`config.mk`:
```
export PLATFORM = sky130hd
export DESIGN_NAME = fetch_pc_gen
export DESIGN_NICKNAME = d
export VERILOG_FILES = /design/src/rtl/fetch_pc_gen_pkg.sv /design/src/rtl/fetch_pc_gen.sv
export SDC_FILE = /design/constraint.sdc
export NUM_CORES = 1
export LEC_CHECK = 0
export BUFFER_PORTS_ARGS = -buffer_cell sky130_fd_sc_hd__buf_2
export CELL_PAD_IN_SITES_DETAIL_PLACEMENT = 1
export CELL_PAD_IN_SITES_GLOBAL_PLACEMENT = 1
export CORE_ASPECT_RATIO = 1.2
export CORE_UTILIZATION = 38
export DETAILED_ROUTE_END_ITERATION = 16
export PLACE_DENSITY_LB_ADDON = 0.1
export SLEW_MARGIN = 20
export SYNTH_ARGS = -nofsm -noshare
export SYNTH_HDL_FRONTEND = slang
export SYNTH_SLANG_ARGS = --single-unit
```
`constraint.sdc`:
```
create_clock -name clk -period 3.39 [get_ports clk]
set_input_delay 0.1695 -clock clk [delete_from_list [all_inputs] [get_ports clk]]
set_output_delay 0.1695 -clock clk [all_outputs]
set_load 0.1 [all_outputs]
```
`src/rtl/fetch_pc_gen_pkg.sv`:
```
// Shared fetch-stage definitions.
// Holds the reset vector, the stall and bus widths, and the Stop/NoStop
// levels of a stall bit. Every fetch-stage file imports this package so that
// all of them agree on these constants.
package fetch_pc_gen_pkg;

  localparam logic [31:0] RESET_VECTOR = 32'hBFC0_0000;

  localparam int STALL_W     = 6;
  localparam int BR_WD       = 33;
  localparam int IF_TO_ID_WD = 66;

  localparam logic STOP    = 1'b1;
  localparam logic NO_STOP = 1'b0;

endpackage

```
`src/rtl/fetch_pc_gen.sv`:
```
// Program-counter generator for the instruction fetch stage.
// It issues one 8-byte-aligned fetch per cycle to the instruction SRAM. The
// fetched data comes back one cycle later as 64 bits.
//
// Ports
//   clk, rst        rising-edge clock; synchronous active-high reset
//   flush, new_pc   exception/eret redirect. This has the highest priority.
//   stall           pipeline stall vector. stall[0] holds the PC.
//   br_bus          {taken, target[31:0]}, the taken-branch redirect from ID
//   inst_sram_en    fetch request enable
//   inst_sram_wen   byte write enables. These are always 0.
//   inst_sram_addr  8-byte-aligned fetch address
//   if_to_id_bus    {discard, ce, pc_idef, id_pc} sent to the decode stage
module fetch_pc_gen
  import fetch_pc_gen_pkg::*;
(
  input  logic                   clk,
  input  logic                   rst,
  input  logic                   flush,
  input  logic [31:0]            new_pc,
  input  logic [STALL_W-1:0]     stall,
  input  logic [BR_WD-1:0]       br_bus,
  output logic                   inst_sram_en,
  output logic [7:0]             inst_sram_wen,
  output logic [31:0]            inst_sram_addr,
  output logic [IF_TO_ID_WD-1:0] if_to_id_bus
);

  localparam logic [1:0] S_BOOT = 2'd0;
  localparam logic [1:0] S_RUN  = 2'd1;
  localparam logic [1:0] S_HOLD = 2'd2;

  logic [1:0]  r_state;
  logic [1:0]  w_state_nxt;
  logic        r_ce;
  logic [31:0] r_pc;
  logic        r_pend_v;
  logic        r_pend_fl;
  logic [31:0] r_pend_pc;
  logic        r_discard;

  logic        w_adv;
  logic        w_br_take;
  logic [31:0] w_br_tgt;
  logic [31:0] w_pc_aln;
  logic [31:0] w_pc_seq;
  logic [31:0] w_pc_nxt;
  logic        w_unused_stall;

  assign w_br_take = br_bus[BR_WD-1];
  assign w_br_tgt  = br_bus[31:0];
  assign w_pc_aln  = {r_pc[31:3], 3'b000};
  assign w_pc_seq  = w_pc_aln + 32'd8;

  // Only stall[0] affects the PC. The remaining bits belong to later stages.
  assign w_unused_stall = ^stall[STALL_W-1:1];

  // ---- state register ----
  always_ff @(posedge clk) begin
    if (rst) r_state <= S_BOOT;
    else     r_state <= w_state_nxt;
  end

  // ---- next-state logic ----
  always_comb begin
    w_state_nxt = r_state;
    case (r_state)
      S_BOOT:  w_state_nxt = S_RUN;
      S_RUN:   if (stall[0] == STOP)    w_state_nxt = S_HOLD;
      S_HOLD:  if (stall[0] == NO_STOP) w_state_nxt = S_RUN;
      default: w_state_nxt = S_BOOT;
    endcase
  end

  // ---- output logic: the PC advances whenever not booting and not stalled ----
  always_comb begin
    w_adv = (r_state != S_BOOT) && (stall[0] == NO_STOP);
  end

  // Redirect priority: flush, then branch, then a captured pending target,
  // then the sequential fetch.
  always_comb begin
    w_pc_nxt = w_pc_seq;
    if (flush)          w_pc_nxt = new_pc;
    else if (w_br_take) w_pc_nxt = w_br_tgt;
    else if (r_pend_v)  w_pc_nxt = r_pend_pc;
  end

  // ---- PC / pending-redirect registers ----
  always_ff @(posedge clk) begin
    if (rst) begin
      r_ce      <= 1'b0;
      r_pc      <= RESET_VECTOR;
      r_pend_v  <= 1'b0;
      r_pend_fl <= 1'b0;
      r_pend_pc <= 32'd0;
      r_discard <= 1'b0;
    end else begin
      r_ce <= 1'b1;
      if (w_adv) begin
        r_pc      <= w_pc_nxt;
        r_pend_v  <= 1'b0;
        r_pend_fl <= 1'b0;
      end else if (flush) begin
        // A flush target always replaces any pending branch.
        r_pend_pc <= new_pc;
        r_pend_v  <= 1'b1;
        r_pend_fl <= 1'b1;
      end else if (w_br_take && !(r_pend_v && r_pend_fl)) begin
        // A branch never replaces a pending flush target.
        r_pend_pc <= w_br_tgt;
        r_pend_v  <= 1'b1;
        r_pend_fl <= 1'b0;
      end
      // The fetch issued during a taken-branch cycle is on the wrong path.
      r_discard <= w_adv & w_br_take & ~flush;
    end
  end

  assign inst_sram_en   = r_ce & (stall[0] == NO_STOP);
  assign inst_sram_wen  = 8'h00;
  assign inst_sram_addr = w_pc_aln;
  // When pc_idef differs from id_pc (pc[2] set), decode drops slot 0.
  assign if_to_id_bus   = {r_discard, r_ce, r_pc, w_pc_aln};

endmodule

```
==> results.sh <==
export IMPL_drc=0
export IMPL_syn_inst=621
export IMPL_grt_start_max_net_pins=47
export IMPL_cp_required_ns=3.58
export IMPL_power_density_nw_per_um2=595
export IMPL_fp_coreArea_um2=12200
export IMPL_irDropWorstVdd_v=0.000251
export IMPL_tns_ns=0
export IMPL_synth_edf_count=0
export IMPL_grt_pass1_vias=5031
export IMPL_port_buffers=161
export IMPL_fmax_mhz=413
export IMPL_finalSetupViolCount=0
export IMPL_syn_to_final_growth_pct=16.2
export IMPL_leakage_uw=0.00245
export IMPL_p_total_uw=3340
export IMPL_startpoint_type="register"
export IMPL_grt_pass1_wl_mm=26.6
export IMPL_yosys_area_top_type_share_pct=29.0
export IMPL_timing_final_crit_share_pct=71.4
export IMPL_overflow=0
export IMPL_pwr_share_seq_pct=29.3
export IMPL_area_sequential_um2=1400
export IMPL_die_x_um=105
export IMPL_reg2reg_slack_ns=0.97
export IMPL_ys_flop_type="dfxtp_1"
export IMPL_whs_endpoint="r_pc[11]"
export IMPL_ys_ff_latch=70
export IMPL_synth_seq_area_share_pct=29.0
export IMPL_power_switching_uw=1410
export IMPL_path_class="register to register"
export IMPL_synth_area_um2=4830
export IMPL_wire_per_inst_um=19.2
export IMPL_critPathTopFamily="simple AND/OR/NAND/NOR gates"
export IMPL_intPower_uw=1930
export IMPL_status="complete, no violations"
export IMPL_place_gp_congestion=0.788
export IMPL_antenna_found_initial=0
export IMPL_dp_hpwl_mm=11.2
export IMPL_min_period_ns=2.42
export IMPL_clkSlewWorstSetupHoldPaths_ns=0.06
export IMPL_htreeDepth=3
export IMPL_hold_slack_ns=0.115
export IMPL_fp_dieArea_um2=13200
export IMPL_worstPathCellList="ha_1, nand4_1, nor3_1, nand3_1, mux2i_1, a2111oi_0"
export IMPL_r2r_end="r_pc[19]"
export IMPL_tightest_slew_ns=1.03
export IMPL_worstPathMaxFanout=8
export IMPL_ctsResizeCount=0
export IMPL_holdPathStages=3
export IMPL_clockRootBuffer="clkbuf_16"
export IMPL_synth_cell_type_count=55
export IMPL_async_flop_share_pct=0
export IMPL_final_common_cell="buf_2"
export IMPL_worst_path_largest_cell_delay_ns=0.51
export IMPL_p_comb_share_pct=34.6
export IMPL_cts_tree="yes"
export IMPL_die_h_um=125
export IMPL_slowest_stage="dfxtp_1"
export IMPL_layout_drive_gt1_share_pct=28.4
export IMPL_clockPowerShare_pct=36.1
export IMPL_ys_warn_count=0
export IMPL_vias_per_cell=5.71
export IMPL_r2r_cells=6
export IMPL_slew_viol_final=0
export IMPL_min_path_type="input port to register"
export IMPL_critPathBufInv=0
export IMPL_routed_wl_mm=16.6
export IMPL_end_kind="register"
export IMPL_io_pin_count=181
export IMPL_post_cts_buffers=0
export IMPL_cap_violations=0
export IMPL_hold_path_startpoint="br_bus[11]"
export IMPL_nFillCells=1553
export IMPL_rsz0062_at_grt="no"
export IMPL_final_cell_mix="buf_2, dfxtp_1, nor2_1"
export IMPL_multi_input_area_um2=2710
export IMPL_ant_nets=0
export IMPL_post_route_util_pct=45.9
export IMPL_drt_iter0_drc=168
export IMPL_dr_pass1_iters=4
export IMPL_finalHoldViolations=0
export IMPL_r2r_start="r_pc[4]"
export IMPL_switching_share_pct=42.3
export IMPL_clock_path_buffers=2
export IMPL_ctsHoldBuffers=0
export IMPL_cts_made_buffers=9
export IMPL_finClkSkew_ns=0.00422
export IMPL_nNetsFinal=771
export IMPL_track_usage_pct=25.6
export IMPL_antenna_cells=0
export IMPL_maxSlewHeadroom_pct=30.9
export IMPL_arrival_ns=2.61
export IMPL_worstSkewPairLatency_ns=0.34
export IMPL_synthTopCellsByArea="dfxtp_1, buf_4, mux2i_1, a211oi_1, nor2_1"
export IMPL_clock_sinks=70
export IMPL_yosys_area_top_type="dfxtp_1"
export IMPL_initial_core_util_pct=39.5
export IMPL_vias=4920
export IMPL_avgSynthCellArea_um2=7.78
export IMPL_rows=44
## worst reg2reg max path: stages, from the launching register on
cell	delay (ns)
dfxtp_1	0.51
ha_1	0.32
nand4_1	0.28
nor3_1	0.40
nand3_1	0.15
mux2i_1	0.15
a2111oi_0	0.48
## worst max path at each step
| stage | from | to | slack, ns | cells after the start |
|---|---|---|---|---|
| floorplan | r_pc[8] | r_pc[28] | 0.68 | 5 |
| global placement | r_pend_v | r_pc[20] | 1.01 | 5 |
| detailed placement | br_bus[32] | r_pend_pc[8] | 0.95 | 6 |
| CTS | r_pc[3] | r_pc[19] | 0.95 | 6 |
| global route | r_pc[3] | r_pc[19] | 0.80 | 6 |
| finish | r_pc[4] | r_pc[19] | 0.97 | 6 |
## cell type report
class	instances	area share (%)
well taps	161	3.59
inverters	9	0.602
repair buffers	172	15.8
clock inverters	6	2.36
flip-flops and latches	70	25.0
multi-input cells	434	48.4
clock buffers	10	4.26
## metrics by stage
stage | setup WS [ns] | cells | cell area [um^2]
5_1_grt | 0.805 | 862 | 5610
4_1_cts | 0.954 | 862 | 5610
2_1_floorplan | 0.679 | 634 | 4880
6_report | 0.970 | 862 | 5610
3_5_place_dp | 0.947 | 846 | 5240
3_3_place_gp | 1.01 | 846 | 5240
## routing by layer
metal  global-route usage [%]  wire (um)  share of wire (%)  vias up
li1                         -          -                  -     2330
met1                     31.2       7080                 43     2431
met2                     46.3       8510                 51      145
met3                     4.33        792                4.8       14
met4                     6.38        195                1.2        0
met5                        0          0                  0        -
## kinds of logic after synthesis
family                     share of synthesized area, %
and+or+nand+nor                                    19.3
AOI/OAI and AO/OA                                  25.5
buffers and inverters                              16.0
DFF                                                29.0
muxes                                              7.05
xor gates and xnor gates                           2.54
adders and majority gates                         0.466
other                                            0.0777
## registers in the layout, indices dropped and copies added, names as in the netlist
| signal | cells |
|---|---|
| r_pc | 32 |
| r_ce | 1 |
| r_pend_v | 1 |
| r_discard | 1 |
| r_pend_pc | 32 |
| r_pend_fl | 1 |
| r_state | 2 |
## synth_stat cells (5+ instances only)
library cell and n:
buf_4 74, dfxtp_1 70, nor2_1 63, nand2_1 56, clkbuf_1 37, mux2i_1 34, a211oi_1 33, o21ai_0 33
a21oi_1 28, nor3_1 18, o211ai_1 15, a311oi_1 14, nand3_1 13, nand4_1 9, inv_1 8, xnor2_1 8
and3_1 7, o311ai_0 7, buf_2 6, o21a_1 6, xor2_1 6, a221oi_1 5, a31oi_1 5, and2_1 5
and4_1 5, nand2b_1 5
## power by group through the flow
stage                     combinational (uW)  sequential (uW)  clock [uW]
after global routing                    1210              991        1260
final                                   1150              978        1210
after global placement                  1140              990           0
after floorplan                          823             1170           0
after detailed placement                1150              996           0
after CTS                               1160              978        1220
No activity file was read; power rests on OpenSTA's default activity.
